## src/rtl/noc_output_arbiter_pkg.sv

```systemverilog
// rtl/noc_output_arbiter_pkg.sv - link flit format and arbiter types shared by the output port logic
package interact;

    localparam int LINK_WIDTH = 16;
    localparam int NUM_PORTS  = 4;

    localparam int VLD_BIT = LINK_WIDTH - 1;
    localparam int SOP_BIT = LINK_WIDTH - 2;
    localparam int EOP_BIT = LINK_WIDTH - 3;

    typedef struct packed {
        logic [LINK_WIDTH-1:0] data;
    } channel_forward;

    typedef enum logic {
        ARB_IDLE,
        ARB_BUSY
    } arb_state_t;

endpackage

```

## src/rtl/noc_output_arbiter_rr_picker.sv

```systemverilog
// rtl/noc_output_arbiter_rr_picker.sv - combinational 4-way round-robin picker, first candidate at or after ptr
module rr_picker (
    input  logic [3:0] cand,
    input  logic [1:0] ptr,
    output logic [3:0] grant,
    output logic [1:0] idx,
    output logic       any
);

    logic [1:0] pos;

    always_comb begin
        grant = '0;
        idx   = ptr;
        any   = 1'b0;
        pos   = ptr;
        for (int k = 0; k < 4; k++) begin
            pos = ptr + 2'(k);
            if (!any && cand[pos]) begin
                any        = 1'b1;
                grant[pos] = 1'b1;
                idx        = pos;
            end
        end
    end

endmodule

```

## src/rtl/noc_output_arbiter.sv

```systemverilog
// rtl/noc_output_arbiter.sv - round-robin packet-locking arbiter for one router output link with idle watchdog
module noc_output_arbiter
    import interact::*;
#(
    parameter int NUM_PORTS = 4,
    parameter int TIMEOUT   = 64
) (
    input  logic                 clk,
    input  logic                 reset,
    input  logic [NUM_PORTS-1:0] req,
    input  channel_forward       inLine [NUM_PORTS],
    output channel_forward       outLine,
    output logic [NUM_PORTS-1:0] grant,
    output logic                 busy,
    output logic [1:0]           owner,
    output logic                 timeout
);

    localparam int CW = $clog2(TIMEOUT + 1);

    arb_state_t      state_q, state_n;
    logic [1:0]      ptr_q, ptr_n;
    logic [1:0]      owner_q, owner_n;
    logic [CW-1:0]   idle_cnt_q, idle_cnt_n;
    logic            expire;

    logic [NUM_PORTS-1:0]  present, sop, eop, cand;
    logic [NUM_PORTS-1:0]  grant_c;
    logic [3:0]            pick_grant;
    logic [1:0]            pick_idx;
    logic                  pick_any;
    logic [LINK_WIDTH-1:0] gdata;

    always_comb begin
        present = '0;
        sop     = '0;
        eop     = '0;
        for (int i = 0; i < NUM_PORTS; i++) begin
            sop[i]     = inLine[i].data[SOP_BIT];
            eop[i]     = inLine[i].data[EOP_BIT];
            present[i] = inLine[i].data[VLD_BIT] | sop[i] | eop[i];
        end
    end

    assign cand = req & present & sop;

    rr_picker u_picker (
        .cand  (cand),
        .ptr   (ptr_q),
        .grant (pick_grant),
        .idx   (pick_idx),
        .any   (pick_any)
    );

    always_comb begin
        state_n    = state_q;
        ptr_n      = ptr_q;
        owner_n    = owner_q;
        idle_cnt_n = idle_cnt_q;
        grant_c    = '0;
        expire     = 1'b0;
        case (state_q)
            ARB_IDLE: begin
                grant_c = pick_grant;
                if (pick_any) begin
                    if (eop[pick_idx]) begin
                        ptr_n = pick_idx + 2'd1;
                    end else begin
                        state_n    = ARB_BUSY;
                        owner_n    = pick_idx;
                        idle_cnt_n = '0;
                    end
                end
            end
            ARB_BUSY: begin
                if (req[owner_q] && present[owner_q]) begin
                    grant_c[owner_q] = 1'b1;
                    idle_cnt_n       = '0;
                    if (eop[owner_q]) begin
                        state_n = ARB_IDLE;
                        ptr_n   = owner_q + 2'd1;
                    end
                end else if (idle_cnt_q == CW'(TIMEOUT - 1)) begin
                    // Owner went silent mid-packet: drop the lock, nothing is forwarded for it.
                    state_n = ARB_IDLE;
                    ptr_n   = owner_q + 2'd1;
                    expire  = 1'b1;
                end else begin
                    idle_cnt_n = idle_cnt_q + CW'(1);
                end
            end
            default: state_n = ARB_IDLE;
        endcase
    end

    assign grant = reset ? '0 : grant_c;

    always_comb begin
        gdata = '0;
        for (int i = 0; i < NUM_PORTS; i++) begin
            if (grant[i]) gdata = gdata | inLine[i].data;
        end
    end

    always_ff @(posedge clk) begin
        if (reset) begin
            state_q      <= ARB_IDLE;
            ptr_q        <= '0;
            owner_q      <= '0;
            idle_cnt_q   <= '0;
            outLine.data <= '0;
            timeout      <= 1'b0;
        end else begin
            state_q      <= state_n;
            ptr_q        <= ptr_n;
            owner_q      <= owner_n;
            idle_cnt_q   <= idle_cnt_n;
            outLine.data <= gdata;
            timeout      <= expire;
        end
    end

    assign busy  = (state_q == ARB_BUSY);
    assign owner = owner_q;

endmodule

```

## config.mk

```make
export PLATFORM = sky130hd
export DESIGN_NAME = noc_output_arbiter
export DESIGN_NICKNAME = d
export VERILOG_FILES = /design/src/rtl/noc_output_arbiter_pkg.sv /design/src/rtl/noc_output_arbiter_rr_picker.sv /design/src/rtl/noc_output_arbiter.sv
export SDC_FILE = /design/constraint.sdc
export NUM_CORES = 1
export LEC_CHECK = 0
export BUFFER_PORTS_ARGS = -buffer_cell sky130_fd_sc_hd__buf_2
export CELL_PAD_IN_SITES_DETAIL_PLACEMENT = 1
export CELL_PAD_IN_SITES_GLOBAL_PLACEMENT = 1
export CORE_ASPECT_RATIO = 0.9
export CORE_MARGIN = 10
export CORE_UTILIZATION = 38
export CTS_CLUSTER_SIZE = 12
export DETAILED_ROUTE_END_ITERATION = 8
export PLACE_DENSITY_LB_ADDON = 0.1
export SLEW_MARGIN = 20
export SYNTH_ARGS = -nofsm -noshare
export SYNTH_HDL_FRONTEND = slang
export SYNTH_SLANG_ARGS = --single-unit
```

## constraint.sdc

```tcl
create_clock -name clk -period 5.2 [get_ports clk]
set_input_delay 0 -clock clk [delete_from_list [all_inputs] [get_ports clk]]
set_output_delay 0 -clock clk [all_outputs]
set_load 0.005 [all_outputs]
```

Word level (Yosys, flattened, before mapping)
Cells that the tools add are included.

word-level totals
  logic and storage cells = 126
  register bits = 29
  input port bits = 70
  output and inout bits = 24

cells by class
  add/subtract/negate cells = 6
  equality and inequality tests = 7
  order comparisons = 11
  bitwise operators = 18
  reduce and logical (&&, ||, !) cells = 16
  muxes and demuxes = 62

operators with widths
  cell                 number
  $mux 16              4
  $or 16x16->16        3
  $mux 7               4
  $mux 4               6
  $mux 1               23
  $lt 2x3->1 const B   6
  $bmux 1 s2           8
  $mux 2               8
  $pmux 7 s2           1
  $or 4x4->4           3
  $demux 1 s2          5
  $ge 2x1->1 const B   5
  $logic_and 1x1->1    9
  $and 4x4->4          2
  $or 1x1->1           8
  $pmux 4 s2           1
  $add 7x1->7 const B  1
  $eq 7x6->1 const B   1
  $add 2x1->2 const B  3
  $ne 2x2->1 const B   3
  $reduce_and 3->1     2
  $add 2x2->2 const B  2
  $pmux 2 s2           1
  $reduce_and 4->1     1
  other kinds (7)      10

Logic depth before layout (Yosys ltp)
  depth in word-level cells = 25
  mapped depth = 11
  depth with buffers taken out = 9

Cells and area by module
Synthesis repeated with hierarchy kept, for this count alone.

unflattened totals
  cells, all modules = 249
  area total of the unflattened synthesis = 2169.6 um^2

modules (own cells, without submodules)
  module              area an instance (um^2)  cells an instance  sequential area each (um^2)  times used
  noc_output_arbiter  1765.4                   201                580.6                        1
  rr_picker           404.1                    48                 0.0                          1

Least setup slack after synthesis
Ideal clock, no wire load.

  path kind = flip-flop to flip-flop
  start point = register ptr_q[0]
  end point = register ptr_q[0]
  cell stages (with the launch flop) = 11
  setup time = 0.072 ns
  period minus slack after synthesis = 2.864 ns
  arrival = 2.793 ns
  slack = 2.336 ns
  path buffers = 2
  required time = 5.128 ns
  path through = dfxtp_1 -> buf_4 -> inv_1 -> ha_1 -> buf_2 -> a2111oi_0 -> or4_1 -> o211ai_1 -> o211ai_2 -> a31oi_2 -> mux2i_1

on the way
  longest elaborated chain between the ends = 16
  elaborated cells between the ends (all ways) = 33
  those cells by class = add/sub (4); eq/ne (2); mux (20); reduce/logical (7)

RTL lines
  item                                                                  RTL line                   source
  start, declared                                                       noc_output_arbiter.sv:22   logic [1:0] ptr_q, ptr_n;
  start signal, assigned                                                noc_output_arbiter.sv:115  ptr_q <= ptr_n;
  parallel branches: the longest is 16 deep, another holds $add 2x1->2  --

Parallel ways; which one is timed is not known. The select of a mux whose other input is x is not followed.
A chain may end at the register's enable or synchronous reset.

Final worst setup path
  start point = register ptr_q[1]
  end point = register outLine[0] (netlist name)

on the way
  longest elaborated chain between the ends = 21
  elaborated cells between the ends (all ways) = 56
  those cells by class = add/sub (3); order compare (8); mux (29); bitwise (6); reduce/logical (10)

RTL lines
  item                                                                 RTL line                            source
  parallel branches: the longest is 11 deep, another holds $lt 2x3->1  --
  $mux 4 *                                                             noc_output_arbiter_rr_picker.sv:19  if (!any && cand[pos]) begin
  $pmux 4 s2 *                                                         noc_output_arbiter.sv:62            case (state_q)
  $mux 4 *                                                             noc_output_arbiter.sv:96            assign grant = reset ? '0 : grant_c;
  $mux 16                                                              noc_output_arbiter.sv:101           if (grant[i]) gdata = gdata | inLine[i].data;
  $or 16x16->16                                                        noc_output_arbiter.sv:101
  $mux 16                                                              noc_output_arbiter.sv:101
  $or 16x16->16                                                        noc_output_arbiter.sv:101
  $mux 16                                                              noc_output_arbiter.sv:101
  $or 16x16->16                                                        noc_output_arbiter.sv:101
  $mux 16 *                                                            noc_output_arbiter.sv:101
  end, declared                                                        noc_output_arbiter.sv:12            output channel_forward outLine,

Mark *: on every way between the ends. The select of a mux whose other input is x is not followed.

==> results.json <==
{
  "maxCapViolCount": 0,
  "ios": 94,
  "clk_pin_slew_ps": 60,
  "vias": 3020,
  "cts_tree": "yes",
  "synthFlopType": "dfxtp_1",
  "synth-seq-area-share_pct": 23.7,
  "finClkSkew_ps": 7.15,
  "grt_pass1_wl_mm": 17.5,
  "fin_crit_sh_pct": 80.1,
  "die_x_um": 105,
  "synth-edff-count": 0,
  "async_flop_share_pct": 0,
  "routed_wl_mm": 10.9,
  "place_ws_ps": 1640,
  "dieHeight_um": 96.1,
  "worst_slack_ps": 1040,
  "power.density_nw_per_um2": 385,
  "worst_setup_path_end_kind": "register",
  "rsz0062_at_grt": "no",
  "vias_per_cell": 5.92,
  "hold-path-endpoint": "outLine[13]$_SDFF_PP0_",
  "syn_area_um2": 2440,
  "final_layout_size_suffix_gt1_share_pct": 29.3,
  "gp_congestion": 0.891,
  "timing.hold.ws_ps": 17.7,
  "finalSetupViolations": 0,
  "h-tree-depth": 2,
  "fillers": 784,
  "r2r_start": "ptr_q[1]$_SDFFE_PP0P_",
  "regArea_um2": 581,
  "antenna-diode-count": 0,
  "first_global_vias": 3301,
  "critPathKind": "register to register",
  "grtUsageTotal_pct": 21.6,
  "worst_slew_pin_slew_ps": 863,
  "ys_ff_latch": 29,
  "min_from": "inLine[45]",
  "hold_class": "input pin to register",
  "drt-pass1-iter-count": 4,
  "antenna_found_initial": 0,
  "reg2reg_depth": 9,
  "first_iter_violations": 136,
  "multi_input_area_um2": 1710,
  "rows": 27,
  "yosys_warnings": 0,
  "cts_sinks": 29,
  "p_leak_nw": 1.45,
  "relSlewSlack_pct": 41.9,
  "vdd_drop_max_v": 0.000147,
  "cts_root_buf": "clkbuf_8",
  "coreArea_um2": 6180,
  "die_area_um2": 10000,
  "cts_buffers": 5,
  "fin_crit_ps": 4160,
  "antenna_left": 0,
  "grt_max_degree": 24,
  "synth_nets": 385,
  "cp_data_required_time_ps": 5420,
  "hold_depth": 3,
  "path_max_fanout": 17,
  "timing.setup.tns_ps": 0,
  "fmaxAchievable_mhz": 240,
  "rr_endpoint": "outLine[0]$_SDFF_PP0_",
  "worst_setup_path_start_kind": "register",
  "status": "complete, no violations",
  "synth.avg_cell_area_um2": 7.99,
  "finalNetCount": 502,
  "hpwl_mm": 7.45,
  "io_buffers": 93,
  "grt-ovfl-total": 0,
  "syn-instance-count": 306,
  "wire_per_inst_um": 21.5,
  "finalHoldViolCount": 0,
  "arrival_ps": 4390,
  "clock_latency_ps": 290,
  "cts_buffer_depth": 2,
  "drc": 0,
  "area_growth_pct": 36.8,
  "rrSetupSlack_ps": 1040,
  "cts_resized": 0,
  "final-max-slew-violation-count": 0,
  "initial_core_util_pct": 39.5,
  "ys_types": 63
}
## routing by layer
layer | global-route usage, % | share of wire [%] | vias up
met2 | 35.4 | 47 | 117
met1 | 25.2 | 41 | 1479
met5 | 0 | 0 | -
met3 | 8.75 | 9.6 | 24
li1 | - | - | 1400
met4 | 7.99 | 2.6 | 0
## power by group
part	internal, mW	switching, mW	leakage [nW]
Combinational	0.338	0.415	1.17
Clock	0.105	0.0881	0.0443
Sequential	0.291	0.0513	0.239
## worst max-delay path by stage
stage | depth (start not counted) | start | to | slack, ps
2_1_floorplan | 10 | ptr_q[0]$_SDFFE_PP0P_ | ptr_q[0]$_SDFFE_PP0P_ | 2340
3_3_place_gp | 9 | ptr_q[0]$_SDFFE_PP0P_ | outLine[15]$_SDFF_PP0_ | 1780
3_5_place_dp | 9 | ptr_q[0]$_SDFFE_PP0P_ | outLine[4]$_SDFF_PP0_ | 1640
4_1_cts | 9 | ptr_q[1]$_SDFFE_PP0P_ | outLine[4]$_SDFF_PP0_ | 1110
5_1_grt | 9 | ptr_q[1]$_SDFFE_PP0P_ | outLine[11]$_SDFF_PP0_ | 720
6_report | 9 | ptr_q[1]$_SDFFE_PP0P_ | outLine[0]$_SDFF_PP0_ | 1040
## placed cells by master, fill, tap and decap left out, drive strengths merged, types with 6 or more instances in the layout
cell type,instances
nor3,7
inv,25
o2111ai,17
dfxtp,29
buf,96
nor2,10
a21oi,14
dlygate4sd3,28
ha,9
nand2b,8
o211ai,6
nand2,32
and2,6
mux2i,7
nand3,13
clkbuf,7
a31oi,6
o21ai,42
## through the flow
step	util (%)	instance area [um^2]	cells	power (mW)
2_1_floorplan	-	2440	306	0.765
3_3_place_gp	48.2	2980	475	0.980
3_5_place_dp	48.2	2980	475	0.993
4_1_cts	54.1	3350	510	1.28
5_1_grt	54.1	3350	510	1.38
6_report	54.1	3350	510	1.29
## cell families after synthesis
family / count (synthesis) / synth area share (%)
mux: 13 / 7.93
xor+xnor: 2 / 0.717
flops: 29 / 23.7
buf+inv: 39 / 6.70
compound gates: 116 / 35.4
simple gates: 97 / 20.5
fa+ha+maj: 10 / 5.02
## repair_timing
| item | CTS | global route |
|---|---|---|
| hold buffers | 28 | 0 |
| hold endpoints to repair | 14 | 0 |
| buffers inserted | 0 | 0 |
## synthesized netlist by cell type (3+ instances only)
library cell / count / area, um^2
and2_1: 6 / 37.5
nand2b_1: 8 / 50.1
mux2i_1: 7 / 70.1
mux4_2: 5 / 113
a31oi_1: 5 / 31.3
dfxtp_1: 29 / 581
nor3_1: 7 / 35.0
inv_1: 25 / 93.8
o21a_1: 3 / 22.5
nor2_1: 10 / 37.5
o2111ai_1: 17 / 149
nand3_1: 13 / 65.1
nand4_1: 5 / 31.3
nand2_1: 32 / 120
o211ai_1: 4 / 30.0
o21ai_0: 40 / 200
a21oi_1: 13 / 65.1
clkbuf_1: 7 / 26.3
ha_1: 9 / 113
## sequential cells by signal, summed over array words and instances (netlist names)
name / flops
idle_cnt_q: 7
timeout: 1
outLine: 16
owner: 2
ptr_q: 2
busy: 1
## layout make-up
| cell class | instances | share of cell area (%) |
|---|---|---|
| clock buffer | 7 | 2.58 |
| inverter | 25 | 2.80 |
| multi-input combinational | 238 | 51.0 |
| sequential | 29 | 17.4 |
| tap | 87 | 3.25 |
| timing repair buffer | 124 | 23.0 |
## worst max-delay path: stages, from the launching register on
cell and delay [ps]:
dfxtp_1 550, inv_1 260, ha_1 640, mux4_2 630, nor3b_1 220, o311ai_1 180
a221oi_4 720, nand2_1 160, o2111ai_1 130, dlygate4sd3_1 600
No activity file was read; power rests on OpenSTA's default activity.
